===== src/rtl/inst_fetch_pkg.sv =====
// inst_fetch_pkg: shared globals and fetch FSM state encodings
// Holds the reset level, the address/instruction widths, the zero word and
// the state type used by inst_fetch.
package inst_fetch_pkg;
    localparam logic ResetEnable = 1'b0;
    localparam int AddrLen = 32;
    localparam int InstLen = 32;
    localparam logic [InstLen-1:0] ZERO_WORD = '0;
    typedef enum logic {
        IF_S_ISSUE = 1'b0,
        IF_S_DONE  = 1'b1
    } if_state_t;
endpackage


===== src/rtl/inst_fetch.sv =====
// inst_fetch: instruction-fetch unit assembling 32-bit words from a byte-wide sync RAM
// Ports:
//   clk, rst          clock, synchronous active-low reset
//   rdy_i             chip ready; 0 freezes all state
//   stall_i           IF/ID cannot accept; hold presented instruction
//   jump_i/jump_addr_i redirect from EX (highest priority)
//   mem_busy_i        MEM owns the RAM port this cycle
//   mem_din_i         RAM byte, valid one cycle after a granted read
//   mem_rd_o/mem_addr_o read request and byte address
//   pc_o/inst_o/inst_valid_o instruction presented to IF/ID
//   stall_if_o        fetch of the current word is incomplete
module inst_fetch
    import inst_fetch_pkg::*;
#(
    parameter int ADDR_W = AddrLen,
    parameter int INST_W = InstLen,
    parameter int INST_BYTES = InstLen / 8,
    parameter logic [ADDR_W-1:0] RESET_PC = '0
) (
    input  logic              clk,
    input  logic              rst,
    input  logic              rdy_i,
    input  logic              stall_i,
    input  logic              jump_i,
    input  logic [ADDR_W-1:0] jump_addr_i,
    input  logic              mem_busy_i,
    input  logic [7:0]        mem_din_i,
    output logic              mem_rd_o,
    output logic [ADDR_W-1:0] mem_addr_o,
    output logic [ADDR_W-1:0] pc_o,
    output logic [INST_W-1:0] inst_o,
    output logic              inst_valid_o,
    output logic              stall_if_o
);
    localparam int IDX_W = $clog2(INST_BYTES) + 1;

    if_state_t         r_state;
    logic [ADDR_W-1:0] r_pc;
    logic [IDX_W-1:0]  r_issue_idx;
    logic [IDX_W-1:0]  r_recv_idx;
    logic              r_pend;
    logic [INST_W-1:0] r_buf;
    logic              w_run;
    logic              w_issue;

    assign w_run   = (rst != ResetEnable);
    assign w_issue = w_run && rdy_i && r_state == IF_S_ISSUE &&
                     r_issue_idx < IDX_W'(INST_BYTES) && !mem_busy_i;

    // The address follows issue_idx, so busy gaps never reorder the bytes.
    assign mem_rd_o     = w_issue;
    assign mem_addr_o   = w_run ? r_pc + ADDR_W'(r_issue_idx) : '0;
    assign pc_o         = w_run ? r_pc : '0;
    assign inst_o       = w_run ? r_buf : '0;
    assign inst_valid_o = w_run && r_state == IF_S_DONE;
    assign stall_if_o   = w_run && r_state == IF_S_ISSUE;

    always_ff @(posedge clk) begin
        if (rst == ResetEnable) begin
            r_state     <= IF_S_ISSUE;
            r_pc        <= RESET_PC;
            r_issue_idx <= '0;
            r_recv_idx  <= '0;
            r_pend      <= 1'b0;
            r_buf       <= INST_W'(ZERO_WORD);
        end else if (rdy_i) begin
            if (jump_i) begin
                // Clearing pend drops whatever byte lands next cycle.
                r_state     <= IF_S_ISSUE;
                r_pc        <= jump_addr_i;
                r_issue_idx <= '0;
                r_recv_idx  <= '0;
                r_pend      <= 1'b0;
            end else if (r_state == IF_S_ISSUE) begin
                r_pend <= w_issue;
                if (w_issue)
                    r_issue_idx <= r_issue_idx + IDX_W'(1);
                if (r_pend) begin
                    r_buf[int'(r_recv_idx) * 8 +: 8] <= mem_din_i;
                    r_recv_idx <= r_recv_idx + IDX_W'(1);
                    if (r_recv_idx == IDX_W'(INST_BYTES - 1))
                        r_state <= IF_S_DONE;
                end
            end else if (!stall_i) begin
                r_state     <= IF_S_ISSUE;
                r_pc        <= r_pc + ADDR_W'(INST_BYTES);
                r_issue_idx <= '0;
                r_recv_idx  <= '0;
                r_pend      <= 1'b0;
            end
        end
    end
endmodule


===== config.mk =====
export PLATFORM = sky130hd
export DESIGN_NAME = inst_fetch
export DESIGN_NICKNAME = d
export VERILOG_FILES = /design/src/rtl/inst_fetch_pkg.sv /design/src/rtl/inst_fetch.sv
export SDC_FILE = /design/constraint.sdc
export NUM_CORES = 1
export LEC_CHECK = 0
export CAP_MARGIN = 0
export CORE_MARGIN = 10
export CORE_UTILIZATION = 50
export DETAILED_ROUTE_END_ITERATION = 10
export PLACE_DENSITY = 0.84
export SLEW_MARGIN = 10
export SYNTH_ARGS = -nofsm -noshare
export SYNTH_HDL_FRONTEND = slang
export SYNTH_SLANG_ARGS = --single-unit

===== constraint.sdc =====
create_clock -name clk -period 6.44 [get_ports clk]
set_clock_uncertainty 0.1 [all_clocks]
set_input_delay 0.966 -clock clk [delete_from_list [all_inputs] [get_ports clk]]
set_output_delay 0.966 -clock clk [all_outputs]
set_load 0.05 [all_outputs]

==> results.cfg <==
[timing]
max_slew_margin = 0.2749
min_period_ps = 4556
tightest_slew_ps = 1088
setup_viol = 0
max_freq_mhz = 219.5
slew_viol_final = 0
hold_violations = 0
period_share = 0.7074
fin_setup_tns_ps = 0
rsz0062_at_grt = false

[clocking]
cts_buffer_depth = 2
ctsHoldBuffers = 0
cts_root_buffer = clkbuf_8
cts_setup_buffers = 0
clock-sinks = 72
cts_buffers = 9
cts-resized-gates = 0
clk_pin_slew_ps = 80
htreeDepth = 3
insertion_delay_ps = 350
cts_tree = yes

[route]
dr_total_vias = 5346
first_pass_iters = 5
wire_per_inst_um = 18.24
drt_iter0_drc = 437
via_per_inst = 5.927
drtAntennaViolNets = 0
totalWireLength_um = 16450
drc = 0

[logic_synthesis]
syn_inst = 667
netlist.area_leader.share = 0.2907
netlist_top_cells_area = dfxtp_1 (29%), and2_1 (8.5%), nor2_1 (8.1%), mux2i_1 (5.5%), nand4_1 (3.7%)
yosysWarnings = 0
ys.flop_type = dfxtp_1
yosysUniqueCellTypes = 60
synth_nets = 723
mappedNetlistArea_um2 = 4959
synth_edf_count = 0
syn_avg_cell_area_um2 = 7.434
yosysTopAreaCell = dfxtp_1
yosysSeqAreaShare = 0.2907
synth-seq-cells = 72
async_flop_share = 0

[pwr]
pwr-share-clk = 0.357
switchingPower_mw = 0.3301
ir_worst_vdd_mv = 0.1435
cellLeakagePower_nw = 2.509
p_seq_frac = 0.461
powerDensity_nw_per_um2 = 160.1
switching_share = 0.3167
pwr-share-comb = 0.183
intPower_mw = 0.7124

[floorplan]
fp.dieW_um = 119.6
die_height_um = 119.6
io_pins = 145
core_area_um2 = 9729
num_rows = 36
die-area_um2 = 14300
start_util = 0.5096

[setup_path]
cp_data_required_time_ps = 5370
start_kind = flop
reg2reg_setup_slack_ps = 3790
critPathKind = flop to output pin
cp_max_fo = 4
end_kind = output pin
crit_arrival_ps = 3490

[placement]
placed_cells = 886
hpwlAfterDp_um = 11890
numPortBuffers = 144
gp_congestion = 0.8901

[cells_and_area]
n_antenna_cell = 0
mostFrequentLayoutCell = clkdlybuf4s50_1
layout-drive-gt1-share = 0.04811
multi_input_area_um2 = 3189
final_cell_mix = clkdlybuf4s50_1 (142), nor2_1 (107), dfxtp_1 (72)
fill_cells = 840
layout.area.seq_um2 = 1441
fin_cells = 902
final_nets = 820
syn2layout_area_growth_pct = 31.34

[global_route]
grt_max_degree = 83
antenna_found_initial = 0
grt-ovfl-total = 0
first_global_vias = 5199
grt_pass1_wl_um = 26540
track_usage = 0.2201

[outcome]
outcome = complete, no violations

[run]
maxCapViolCount = 0

[hold_path]
hp-class = flop to flop
[critical path: stages, from the launching register on]
cell and delay [ps]:
dfxtp_1 390, ha_1 190, inv_1 50, fa_1 400, nand2b_1 220, a211oi_1 570
nand4_1 180, xor2_1 170, nor2_1 120, clkdlybuf4s50_1 830
[path summary, 6_finish.rpt]
check	start	to	cells past startpoint
setup / recovery	r_issue_idx[0]$_SDFFE_PN0P_	mem_addr_o[16]	9
hold / removal	r_pc[0]$_SDFFE_PN0P_	r_pc[0]$_SDFFE_PN0P_	2
hold reg to reg	r_pc[0]$_SDFFE_PN0P_	r_pc[0]$_SDFFE_PN0P_	2
setup reg to reg	r_recv_idx[0]$_SDFFE_PN0P_	r_buf[29]$_SDFFE_PN0P_	8
[flip-flops by register name, indices dropped and copies added, names as in the netlist]
register and flops:
r_pc 32, r_pend 1, r_buf 32, r_state 1, r_issue_idx 3, r_recv_idx 3
[layer usage]
metal / vias up / track usage / share of wire
li1: 2519 / - / -
met2: 295 / 0.3680 / 0.47
met3: 37 / 0.08626 / 0.11
met1: 2495 / 0.2545 / 0.40
met4: 0 / 0.06637 / 0.024
met5: - / 0 / 0
[Yosys cell counts (all sizes together) (4+ instances only)]
cell type / count
o22ai: 4
clkbuf: 39
and2: 68
nor2b: 8
mux2i: 27
o211ai: 4
nand3: 36
and4: 5
a22oi: 6
nor3b: 7
nor4: 8
xor2: 20
a31oi: 10
nand4: 33
xnor2: 8
and3: 11
buf: 22
nor3: 13
a21oi: 28
o21ai: 20
inv: 16
a22o: 4
or3: 5
nand2: 44
ha: 9
dfxtp: 72
nor2: 108
[power groups by stage]
stage | clock network [mW] | registers [mW] | logic, mW
after CTS | 0.376 | 0.479 | 0.190
after global routing | 0.391 | 0.482 | 0.203
final | 0.372 | 0.481 | 0.190
after detailed placement | 0 | 0.489 | 0.189
after floorplan | 0 | 0.473 | 0.131
after global placement | 0 | 0.488 | 0.187
[final cells by class]
type                       instances  share of cell area
clock buffer                       9             0.01902
tap                              133             0.02555
timing repair buffer             147              0.2232
sequential                        72              0.2213
multi-input combinational        518              0.4897
inverter                          16            0.009222
clock inverter                     7             0.01191
[metrics by stage]
step	hold slack [ps]	utilization	cell area, um^2	setup WS [ps]	total power [mW]
2_1_floorplan	346.1	-	4959	2751	0.6041
3_5_place_dp	368.4	0.6487	6311	2101	0.6788
6_report	381.8	0.6694	6513	1884	1.043
3_3_place_gp	357.8	0.6487	6311	2196	0.6753
4_1_cts	382.2	0.6694	6513	1864	1.046
5_1_grt	412.1	0.6694	6513	1675	1.076
[cell families after synthesis]
logic type,after synthesis,synth area share
AND/OR/NAND/NOR,353,0.3790
AO/OA/AOI/OAI,100,0.1327
buffers and inverters,77,0.06687
flip-flops,72,0.2907
XOR/XNOR,28,0.04946
multiplexers,27,0.05450
adder cells (fa/ha/maj),10,0.02675
(Power assumes the default switching activity.)
